File: src/rtl/float_arb_pkg.sv
// Shared types and constants for the float unit arbiter.
// The request id is sized for the largest supported requester count (8).
package float_arb_pkg;

    localparam logic [31:0] FLOAT_ONE = 32'h3F80_0000;
    localparam int MAX_REQ = 8;

    typedef logic [$clog2(MAX_REQ)-1:0] req_id_t;

    typedef struct packed {
        logic    valid;
        req_id_t id;
    } arb_tag_t;

endpackage

File: src/rtl/float_unit_arbiter_rr.sv
// Round-robin arbiter: combinational one-hot grant starting at the pointer,
// with the pointer advancing past the winner after each grant.
module rr_arbiter
    import float_arb_pkg::*;
#(
    parameter int NUM_REQ = 4
) (
    input  logic               clk,
    input  logic               rst_n,
    input  logic               enable,
    input  logic [NUM_REQ-1:0] req,
    output logic [NUM_REQ-1:0] grant,
    output req_id_t            grant_id,
    output logic               grant_valid
);

    req_id_t            ptr_q;
    req_id_t            ptr_d;
    logic [NUM_REQ-1:0] rot;
    logic               found;
    int                 sel;

    // Rotate the request vector so the pointer sits at bit 0, then take the first set bit.
    always_comb begin
        rot   = NUM_REQ'({req, req} >> ptr_q);
        found = 1'b0;
        sel   = 0;
        for (int k = 0; k < NUM_REQ; k++) begin
            if (!found && rot[k]) begin
                found = 1'b1;
                sel   = int'(ptr_q) + k;
            end
        end
        if (sel >= NUM_REQ) begin
            sel = sel - NUM_REQ;
        end
        grant_valid = found & enable;
        grant       = '0;
        for (int j = 0; j < NUM_REQ; j++) begin
            grant[j] = grant_valid && (sel == j);
        end
        grant_id = req_id_t'(sel);
        ptr_d    = ptr_q;
        if (grant_valid) begin
            ptr_d = (sel == NUM_REQ - 1) ? '0 : req_id_t'(sel + 1);
        end
    end

    always_ff @(posedge clk or negedge rst_n) begin
        if (!rst_n) begin
            ptr_q <= '0;
        end else begin
            ptr_q <= ptr_d;
        end
    end

endmodule

File: src/rtl/float_unit_arbiter.sv
// Shares one fixed-latency float unit among NUM_REQ requesters with a tag pipe
// routing results back. Define FLOAT_ARB_CHECK_EN to enable tag/valid checking.
module float_unit_arbiter
    import float_arb_pkg::*;
#(
    parameter int NUM_REQ = 4,
    parameter int LATENCY = 8,
    parameter int DATA_W  = 32
) (
    input  logic                      clk_in,
    input  logic                      rst_n_in,
    input  logic                      hold_in,
    input  logic [NUM_REQ-1:0]        req_valid_in,
    input  logic [NUM_REQ*DATA_W-1:0] req_a_in,
    input  logic [NUM_REQ*DATA_W-1:0] req_b_in,
    output logic [NUM_REQ-1:0]        req_ready_out,
    output logic                      op_valid_out,
    output logic [DATA_W-1:0]         op_a_out,
    output logic [DATA_W-1:0]         op_b_out,
    input  logic                      res_valid_in,
    input  logic [DATA_W-1:0]         res_data_in,
    output logic [NUM_REQ-1:0]        res_valid_out,
    output logic [DATA_W-1:0]         res_data_out,
    output logic                      busy_out,
    output logic                      err_out
);

    logic [NUM_REQ-1:0] grant;
    req_id_t            grant_id;
    logic               grant_valid;

    logic               op_valid_q, op_valid_d;
    logic [DATA_W-1:0]  op_a_q, op_a_d;
    logic [DATA_W-1:0]  op_b_q, op_b_d;
    req_id_t            op_id_q, op_id_d;

    arb_tag_t           tag_q [LATENCY];
    arb_tag_t           tag_d [LATENCY];
    arb_tag_t           head;
    logic               tag_any;

    logic [NUM_REQ-1:0] res_valid_q, res_valid_d;
    logic [DATA_W-1:0]  res_data_q, res_data_d;
    logic               err_q, err_d;
    logic               strobe;
    logic               mismatch;

    rr_arbiter #(
        .NUM_REQ(NUM_REQ)
    ) u_rr (
        .clk        (clk_in),
        .rst_n      (rst_n_in),
        .enable     (~hold_in & rst_n_in),
        .req        (req_valid_in),
        .grant      (grant),
        .grant_id   (grant_id),
        .grant_valid(grant_valid)
    );

    assign req_ready_out = grant;

    always_comb begin
        op_valid_d = grant_valid;
        op_id_d    = grant_valid ? grant_id : op_id_q;
        op_a_d     = op_a_q;
        op_b_d     = op_b_q;
        for (int i = 0; i < NUM_REQ; i++) begin
            if (grant[i]) begin
                op_a_d = req_a_in[i*DATA_W +: DATA_W];
                op_b_d = req_b_in[i*DATA_W +: DATA_W];
            end
        end
    end

    // The tag pipe depth matches the unit latency so the head lines up with its result.
    always_comb begin
        tag_d[0] = '{valid: op_valid_q, id: op_id_q};
        for (int i = 1; i < LATENCY; i++) begin
            tag_d[i] = tag_q[i-1];
        end
        tag_any = 1'b0;
        for (int i = 0; i < LATENCY; i++) begin
            tag_any = tag_any | tag_q[i].valid;
        end
    end

    assign head = tag_q[LATENCY-1];

`ifdef FLOAT_ARB_CHECK_EN
    assign mismatch = head.valid != res_valid_in;
    assign strobe   = head.valid & res_valid_in;
`else
    logic unused_res_valid;
    assign unused_res_valid = res_valid_in;
    assign mismatch         = 1'b0;
    assign strobe           = head.valid;
`endif

    always_comb begin
        err_d       = err_q | mismatch;
        res_valid_d = '0;
        for (int i = 0; i < NUM_REQ; i++) begin
            res_valid_d[i] = strobe && (head.id == req_id_t'(i));
        end
        res_data_d = strobe ? res_data_in : res_data_q;
    end

    always_ff @(posedge clk_in or negedge rst_n_in) begin
        if (!rst_n_in) begin
            op_valid_q  <= 1'b0;
            op_a_q      <= '0;
            op_b_q      <= '0;
            op_id_q     <= '0;
            for (int i = 0; i < LATENCY; i++) begin
                tag_q[i] <= '0;
            end
            res_valid_q <= '0;
            res_data_q  <= '0;
            err_q       <= 1'b0;
        end else begin
            op_valid_q  <= op_valid_d;
            op_a_q      <= op_a_d;
            op_b_q      <= op_b_d;
            op_id_q     <= op_id_d;
            for (int i = 0; i < LATENCY; i++) begin
                tag_q[i] <= tag_d[i];
            end
            res_valid_q <= res_valid_d;
            res_data_q  <= res_data_d;
            err_q       <= err_d;
        end
    end

    assign op_valid_out  = op_valid_q;
    assign op_a_out      = op_a_q;
    assign op_b_out      = op_b_q;
    assign res_valid_out = res_valid_q;
    assign res_data_out  = res_data_q;
    assign busy_out      = op_valid_q | tag_any | (|res_valid_q);
    assign err_out       = err_q;

endmodule
File: config.mk
export PLATFORM = sky130hd
export DESIGN_NAME = float_unit_arbiter
export DESIGN_NICKNAME = d
export VERILOG_FILES = /design/src/rtl/float_arb_pkg.sv /design/src/rtl/float_unit_arbiter_rr.sv /design/src/rtl/float_unit_arbiter.sv
export SDC_FILE = /design/constraint.sdc
export NUM_CORES = 1
export LEC_CHECK = 0
export ABC_CLOCK_PERIOD_IN_PS = 8180
export CAP_MARGIN = 20
export CELL_PAD_IN_SITES_DETAIL_PLACEMENT = 2
export CELL_PAD_IN_SITES_GLOBAL_PLACEMENT = 2
export CORE_ASPECT_RATIO = 0.6
export CORE_MARGIN = 3
export CORE_UTILIZATION = 24
export DETAILED_ROUTE_END_ITERATION = 7
export GPL_TIMING_DRIVEN = 0
export HOLD_SLACK_MARGIN = 0.15
export PLACE_DENSITY_LB_ADDON = 0.1
export SYNTH_ARGS = -nofsm -noshare
export SYNTH_HDL_FRONTEND = slang
export SYNTH_SLANG_ARGS = --single-unit
export TNS_END_PERCENT = 50
File: constraint.sdc
create_clock -name clk_in -period 8.18 [get_ports clk_in]
set_input_delay 1.636 -clock clk_in [delete_from_list [all_inputs] [get_ports clk_in]]
set_output_delay 1.636 -clock clk_in [all_outputs]
set_load 0.01 [all_outputs]
---- Word-level counts from Yosys, hierarchy flattened ----
Index checks and enable logic that the tools add are counted.
word-level totals
  bits in registers ....................... 139
  input port bits ......................... 296
  output and inout bits ................... 107
  word-level logic and storage cells ...... 84
operators by class
  reduce and logical (&&, ||, !) cells .... 18
  shift operators ......................... 1
  multiplexer cells ....................... 18
  magnitude comparators ................... 1
  add/sub/neg operators ................... 5
  eq/ne operators ......................... 6
  bitwise gates (word level) .............. 12
operators by type and width
  operator                                                                              number
  32-bit 2-to-1 mux                                                                     12
  32-bit by 3-bit equality test with 1-bit output, second input constant                2
  32-bit by 2-bit equality test with 1-bit output, second input constant                1
  32-bit by 4-bit greater-or-equal comparator with 1-bit output, second input constant  1
  32-bit logical NOT                                                                    1
  32-bit by 4-bit subtractor with 32-bit output, second input constant                  1
  1-bit logical AND                                                                     11
  1-bit bitwise OR                                                                      9
  3-bit by 2-bit adder with 4-bit output, second input constant                         2
  8-bit by 3-bit >> shifter with 4-bit output                                           1
  3-bit by 2-bit equality test with 1-bit output, second input constant                 2
  3-bit 2-to-1 mux                                                                      2
  3-bit by 1-bit adder with 4-bit output, second input constant                         1
  1-bit 2-to-1 mux                                                                      4
  4-bit nonzero test                                                                    1
  4-bit OR reduction                                                                    1
  3-bit by 2-bit adder with 3-bit output, second input constant                         1
  3-bit by 1-bit equality test with 1-bit output, second input constant                 1
  1-bit logical NOT                                                                     3
  3-bit logical NOT                                                                     1
  1-bit bitwise AND                                                                     2
  1-bit NOT                                                                             1

---- Logic depth before layout (Yosys ltp) ----
Gate-level depths: netlist of run 1.
  word-level depth ........................ 19
  depth in mapped cells ................... 15
  gate-level depth less buffers ........... 12

---- Modules after synthesis ----
Synthesis of run 1 repeated with hierarchy kept, for this count alone.
second synthesis, totals
  cell total of the unflattened synthesis .. 574
  area total of the unflattened synthesis .. 6698.9 sq um
by module, submodules not included
  module              sequential area each (sq um)  cells each  area each (sq um)  times used
  float_unit_arbiter  3403.3                        482         5935.7             1
  rr_arbiter          75.1                          92          763.2              1

---- Least setup slack after synthesis of run 1 ----
OpenSTA, ideal clock, no wires.
  kind .................................... input port to output port
  from .................................... input port req_valid_in[0]
  to ...................................... output port req_ready_out[1]
  arrival ................................. 3854 ps
  path slack .............................. 2690 ps
  required time ........................... 6544 ps
  path buffers ............................ 2
  stages on the path ...................... 10
  cells stage by stage .................... nor2b_1 > mux4_2 > a31oi_1 > o21ai_0 > inv_1 > ha_1 > clkbuf_1 > nand4_2 > buf_6 > inv_1
on the way
  cells in the longest elaborated chain, start to end .. 15
  elaborated cells on any way between the ends .. 21
  those cells by class .................... 1 x add/sub; 1 x order compare; 1 x eq/ne; 1 x shift; 9 x mux; 1 x bitwise; 7 x reduce/logical
RTL lines
  what                                                                                                                                   line                                                      RTL
  from (decl)                                                                                                                            float_unit_arbiter.sv:13                                  input logic [NUM_REQ-1:0] req_valid_in,
  8-bit by 3-bit >> shifter with 4-bit output *                                                                                          float_unit_arbiter_rr.sv:25                               rot = NUM_REQ'({req, req} >> ptr_q);
  1-bit 2-to-1 mux                                                                                                                       float_unit_arbiter_rr.sv:29                               if (!found && rot[k]) begin
  1-bit logical NOT                                                                                                                      float_unit_arbiter_rr.sv:29
  1-bit logical AND                                                                                                                      float_unit_arbiter_rr.sv:29
  1-bit 2-to-1 mux                                                                                                                       float_unit_arbiter_rr.sv:29
  1-bit logical NOT                                                                                                                      float_unit_arbiter_rr.sv:29
  1-bit logical AND                                                                                                                      float_unit_arbiter_rr.sv:29
  1-bit 2-to-1 mux                                                                                                                       float_unit_arbiter_rr.sv:29
  1-bit logical NOT                                                                                                                      float_unit_arbiter_rr.sv:29
  1-bit logical AND                                                                                                                      float_unit_arbiter_rr.sv:29
  32-bit 2-to-1 mux *                                                                                                                    float_unit_arbiter_rr.sv:29
  32-bit by 4-bit subtractor with 32-bit output / 32-bit by 4-bit greater-or-equal comparator with 1-bit output (equally long branches)  float_unit_arbiter_rr.sv:35, float_unit_arbiter_rr.sv:34
  32-bit 2-to-1 mux *                                                                                                                    float_unit_arbiter_rr.sv:34                               if (sel >= NUM_REQ) begin
  net grant_id[1]                                                                                                                        float_unit_arbiter.sv:29                                  req_id_t grant_id;
  32-bit by 2-bit equality test with 1-bit output *                                                                                      float_unit_arbiter_rr.sv:40                               grant[j] = grant_valid && (sel == j);
  1-bit logical AND *                                                                                                                    float_unit_arbiter_rr.sv:40
  to (decl)                                                                                                                              float_unit_arbiter.sv:16                                  output logic [NUM_REQ-1:0] req_ready_out,
Mark *: on every way through the listed nets, which the timed path passes. The rest lies on a longest branch.

---- Final worst setup path of run 1 ----
  from .................................... input port req_valid_in[2]
  to ...................................... output port req_ready_out[1]
Same word-level chain as after synthesis.

==> results_dict.tcl, run 1 <==
set metrics [dict create \
    hold_path.class "reg -> reg" \
    fin_area_um2 11900 \
    port_buffers 400 \
    grt.busiest_layer "met2" \
    rows 47 \
    clock_path_buffers 2 \
    fin_nets 1312 \
    setup_viol 0 \
    crit_family "buffers and inverters" \
    fmax_ghz 0.129 \
    yosysWarnings 0 \
    ant_nets 0 \
    rsz0062_at_grt "false" \
    irDropWorstVdd_v 0.000142 \
    clk_latency_ns 0.42 \
    worstMarginPinSlew_ns 0.854 \
    grt_pass1_vias 7522 \
    area_growth_pct 75.0 \
    drcViolationCount 0 \
    cts_buffers 17 \
    synthesis.nets 891 \
    postCtsHoldBufs 0 \
    die-area_um2 30500 \
    placed_area_um2 11300 \
    routed_via_density 4.99 \
    drt_iter0_drc 294 \
    dpl.cell_count 1356 \
    cp-end-kind "primary output" \
    grt_pass1_wl_um 51000 \
    critPathMaxFanout 10 \
    htree_levels 4 \
    dpl.hpwl_um 27900 \
    die_w_um 224 \
    postCtsSetupRepairBufs 0 \
    slew_viol_final 0 \
    fin_crit_ns 7.75 \
    path_buf_inv 6 \
    firstDrtPassIters 5 \
    skew_ns 0.00665 \
    start_util_pct 24.6 \
    fin_ws_ns 0.428 \
    ctsRootBufferMaster "clkbuf_16" \
    tns_ns 0 \
    io-pin-count 403 \
    final_cells 1390 \
    fin_crit_sh_pct 94.8 \
    synth_cells 587 \
    worstPathRequired_ns 6.54 \
    met1_usage_pct 29.2 \
    tritoncts "done" \
    synth-main-ff-cell "dfrtp_1" \
    async_flop_share_pct 100 \
    worstPathCellList "clkdlybuf4s50_1 -> mux2i_1 -> o22ai_1 -> a21oi_1 -> inv_1 -> nand2_1 -> o31ai_1 -> ha_1 -> clkbuf_1 -> nand4_2 -> buf_6 -> inv_1 -> clkdlybuf4s50_1" \
    grtUsageMet3_pct 8.81 \
    use_met2_pct 36.4 \
    cap_violations 0 \
    synth_area_um2 6820 \
    post_cts_resized 0 \
    clock-sinks 139 \
    synth-seq-cells 139 \
    dpl_worst_slack_ns 0.330 \
    power.total_mw 4.12 \
    grt_use_total_pct 22.7 \
    gp_congestion 0.781 \
    post_drt_wl_per_cell_um 25.5 \
    clk_pin_slew_worst_paths_ns 0.06 \
    cpMaxStageDelayCell "nand4_2" \
    final_hold_viol_count 0 \
    grt_max_degree 57 \
    power_density_nw_per_um2 345 \
    slew_headroom_pct 43.1 \
    crit_arrival_ns 6.12 \
    synth_edf_count 0 \
    yosysSeqAreaShare_pct 51.0 \
    antenna_found_initial 9 \
    drt-total-wl_um 35400 \
    critPathMaxStageDelay_ns 0.65 \
    overflow 0 \
    p_leak_nw 4.90 \
    fin_util_pct 43.0 \
    ys_types 52 \
    core_um2 27800 \
    status "finished, final reports clean" \
    worst_hold_slack_ns 0.347 \
    drive_gt1_share_pct 11.4 \
    die_y_um 137 \
    avgSynthCellArea_um2 11.6 \
    crit_type "in -> out" \
    vias 6939 \
    start_kind "primary input" \
]
power by group:
group	internal, mW	switching [mW]	total (mW)
combinational	1.03	1.21	2.24
sequential	0.954	0.144	1.10
clock	0.466	0.323	0.789
synth_stat cells (all sizes together) (6+ instances only):
cell type | number | area, µm²
a22o | 63 | 552
a22oi | 63 | 473
buf | 29 | 199
clkbuf | 28 | 105
dfrtp | 139 | 3480
ha | 8 | 100
inv | 9 | 33.8
mux2 | 35 | 394
mux2i | 7 | 70.1
nand2 | 71 | 267
nor2 | 6 | 22.5
o21ai | 8 | 40.0
o221ai | 64 | 617
cells by family (layout without fill, tap and decap cells):
family | after synthesis | after routing | share of synthesized area [%]
compound gates | 217 | 217 | 27.1
flops | 139 | 139 | 51.0
simple gates | 111 | 111 | 7.87
buf+inv | 66 | 499 | 4.95
mux | 44 | 44 | 7.47
fa+ha+maj | 8 | 8 | 1.47
other cells | 1 | 4 | 0.0550
xor+xnor | 1 | 1 | 0.128
layout make-up:
| type | count | area [µm²] |
|---|---|---|
| Antenna cell | 3 | 7.51 |
| Buffer | 57 | 304 |
| Clock buffer | 19 | 453 |
| Clock inverter | 12 | 139 |
| Fill cell | 2919 | 15800 |
| Inverter | 9 | 33.8 |
| Multi-Input combinational cell | 382 | 3010 |
| Sequential cell | 139 | 3480 |
| Tap cell | 367 | 459 |
| Timing Repair Buffer | 402 | 4060 |
registers in the layout (all words and copies together) (netlist names):
| register | flops |
|---|---|
| op_a_out | 32 |
| res_data_out | 32 |
| op_valid_out | 1 |
| tag_d | 28 |
| strobe | 1 |
| op_b_out | 32 |
| u_rr.ptr_q | 3 |
| op_id_q | 3 |
| res_valid_out | 4 |
| head | 3 |
final timing paths:
kind,end,cells after the start,from,slack [ns]
worst max register to register,op_a_out[10],12,u_rr.ptr_q[0],3.62
worst min register to register,tag_d[18],0,tag_d[22],0.35
min in group asynchronous,u_rr.ptr_q[2],1,rst_n_in,1.10
max in group asynchronous,op_a_out[16],3,rst_n_in,6.17
worst max-delay path,req_ready_out[1],13,req_valid_in[2],0.43
worst min-delay path,tag_d[18],0,tag_d[22],0.35
cells in the final DEF, fill, tap and decap left out, types with 3 or more instances in the layout:
cell type        instances
nand2_1                 71
inv_6                    3
diode_2                  3
clkdlybuf4s50_1        399
dfrtp_1                139
o221ai_2                 9
clkinvlp_4               4
o21ai_0                  8
nor3_1                   4
buf_4                    4
a22o_1                  63
inv_1                    7
buf_2                   18
nand4_1                  4
clkbuf_16               17
nand2b_1                 3
mux2_2                  34
buf_6                    8
mux2i_1                  7
a21oi_1                  5
ha_1                     8
nor2b_1                  3
nor2_1                   6
o221ai_1                55
a22oi_1                 63
clkbuf_1                28
layer usage:
layer  share of wire (%)  vias up  routed length, µm
li1                    -     3145                  -
met1                  44     3514              15600
met2                  46      224              16500
met3                 7.9       38               2800
met4                 1.2       18                427
met5                0.32        -                115
No activity file was read; power rests on OpenSTA's default activity.
==> run 2: changes to the inputs <==
--- a/config.mk
+++ b/config.mk
@@ -15,7 +15,7 @@
 export DETAILED_ROUTE_END_ITERATION = 7
 export GPL_TIMING_DRIVEN = 0
 export HOLD_SLACK_MARGIN = 0.15
-export PLACE_DENSITY_LB_ADDON = 0.1
+export PLACE_DENSITY = 0.88
 export SYNTH_ARGS = -nofsm -noshare
 export SYNTH_HDL_FRONTEND = slang
 export SYNTH_SLANG_ARGS = --single-unit
==> results_dict.tcl, run 2 (synthesis gave the netlist of run 1 again) <==
set metrics [dict create \
    start_util_pct 24.6 \
    final_cells 1391 \
    fin_nets 1311 \
    post_drt_wl_per_cell_um 26.9 \
    crit_type "in -> out" \
    ant_nets 0 \
    drt-total-wl_um 37400 \
    cts_buffers 17 \
    cpMaxStageDelayCell "clkbuf_1" \
    worst_hold_slack_ns 0.346 \
    skew_ns 0.00973 \
    critPathMaxFanout 10 \
    fmax_ghz 0.126 \
    core_um2 27800 \
    p_leak_nw 4.89 \
    setup_viol 0 \
    clock_path_buffers 2 \
    drcViolationCount 0 \
    grt.busiest_layer "met2" \
    grt_pass1_wl_um 53300 \
    routed_via_density 5.21 \
    worstMarginPinSlew_ns 1.09 \
    dpl_worst_slack_ns 0.0553 \
    io-pin-count 403 \
    clk_latency_ns 0.45 \
    drt_iter0_drc 491 \
    placed_area_um2 11300 \
    die-area_um2 30500 \
    htree_levels 4 \
    rows 47 \
    overflow 0 \
    final_common_cell "clkdlybuf4s50_1" \
    dpl.cell_count 1355 \
    grt_pass1_vias 8010 \
    ctsRootBufferMaster "clkbuf_16" \
    die_y_um 137 \
    status "finished, final reports clean" \
    tns_ns 0 \
    r2r_cells 13 \
    min_delay_path_depth 0 \
    drive_gt1_share_pct 11.4 \
    gp_congestion 0.842 \
    crit_arrival_ns 6.28 \
    fin_area_um2 11900 \
    worstPathRequired_ns 6.54 \
    slew_viol_final 0 \
    cap_violations 0 \
    slew_headroom_pct 27.0 \
    grt_use_total_pct 23.9 \
    power.total_mw 4.19 \
    hold_end "tag_d[13]" \
    clk_pin_slew_worst_paths_ns 0.07 \
    critPathMaxStageDelay_ns 0.84 \
    met1_usage_pct 28.5 \
    hold_path.class "reg -> reg" \
    final_hold_viol_count 0 \
    grt_max_degree 91 \
    tritoncts "done" \
    fin_ws_ns 0.262 \
    start_kind "primary input" \
    port_buffers 400 \
    use_met2_pct 41.3 \
    mostFrequentLayoutCells "399 x clkdlybuf4s50_1, 139 x dfrtp_1, 71 x nand2_1, 63 x a22o_1, 63 x a22oi_1" \
    rsz0062_at_grt "false" \
    reg2reg_from "u_rr.ptr_q[0]" \
    rrSetupSlack_ns 3.50 \
    hp-start "tag_d[17]" \
    clock-sinks 139 \
    r2r_end "op_a_out[6]" \
    crit_start "req_valid_in[2]" \
    power_density_nw_per_um2 352 \
    area_growth_pct 74.5 \
    antenna_found_initial 6 \
    fin_crit_ns 7.92 \
    cp-end-kind "primary output" \
    fin_util_pct 42.9 \
    irDropWorstVdd_v 0.000126 \
    grtUsageMet3_pct 7.14 \
    die_w_um 224 \
    worstPathCellList "clkdlybuf4s50_1 -> mux2i_1 -> o22ai_1 -> a21oi_1 -> inv_1 -> nand2_1 -> o31ai_1 -> ha_1 -> clkbuf_1 -> nand4_4 -> buf_6 -> inv_1 -> clkdlybuf4s50_1" \
    dpl.hpwl_um 29100 \
    vias 7241 \
    firstDrtPassIters 4 \
    fin_crit_sh_pct 96.8 \
]
==> run 2: area by class of cell <==
cell class                      count  area, µm²
Fill cell                        2864      15900
Timing Repair Buffer              401       4030
Sequential cell                   139       3480
Multi-Input combinational cell    382       3010
Tap cell                          367        459
Clock buffer                       18        439
Buffer                             57        304
Clock inverter                     14        133
Inverter                            9       33.8
Antenna cell                        4       10.0
==> run 2: per-layer routing <==
layer  vias up  wire [µm]
met5         -         28
met2       292      18700
li1       3159          -
met3        46       2750
met1      3740      15200
met4         4        813
==> run 2: how the worst max path moves through the flow <==
| stage | end | slack [ns] | cells past startpoint |
|---|---|---|---|
| after floorplan | req_ready_out[1] | 2.69 | 10 |
| after global placement | req_ready_out[1] | -2.91 | 6 |
| after detailed placement | req_ready_out[1] | 0.06 | 11 |
| after CTS | req_ready_out[1] | 0.04 | 11 |
| after global routing | req_ready_out[1] | 0.05 | 13 |
| final | req_ready_out[1] | 0.26 | 13 |
==> run 2: power breakdown <==
group | switching (mW) | internal (mW)
Clock | 0.348 | 0.433
Combinational | 1.26 | 1.03
Sequential | 0.162 | 0.954
==> run 2: worst max-delay path, delay by kind of cell <==
kind                     cells  cell delay [ns]
adder cells (fa/ha/maj)      1             0.31
AO/OA/AOI/OAI                3             0.92
buffers and inverters        6             2.60
AND/OR/NAND/NOR              2             0.66
multiplexers                 1             0.15
==> run 2: repair_timing <==
action,in CTS,in global routing
hold buffers,0,0
endpoints found under the setup margin,0,1
setup buffers,0,0
resized for setup,0,1
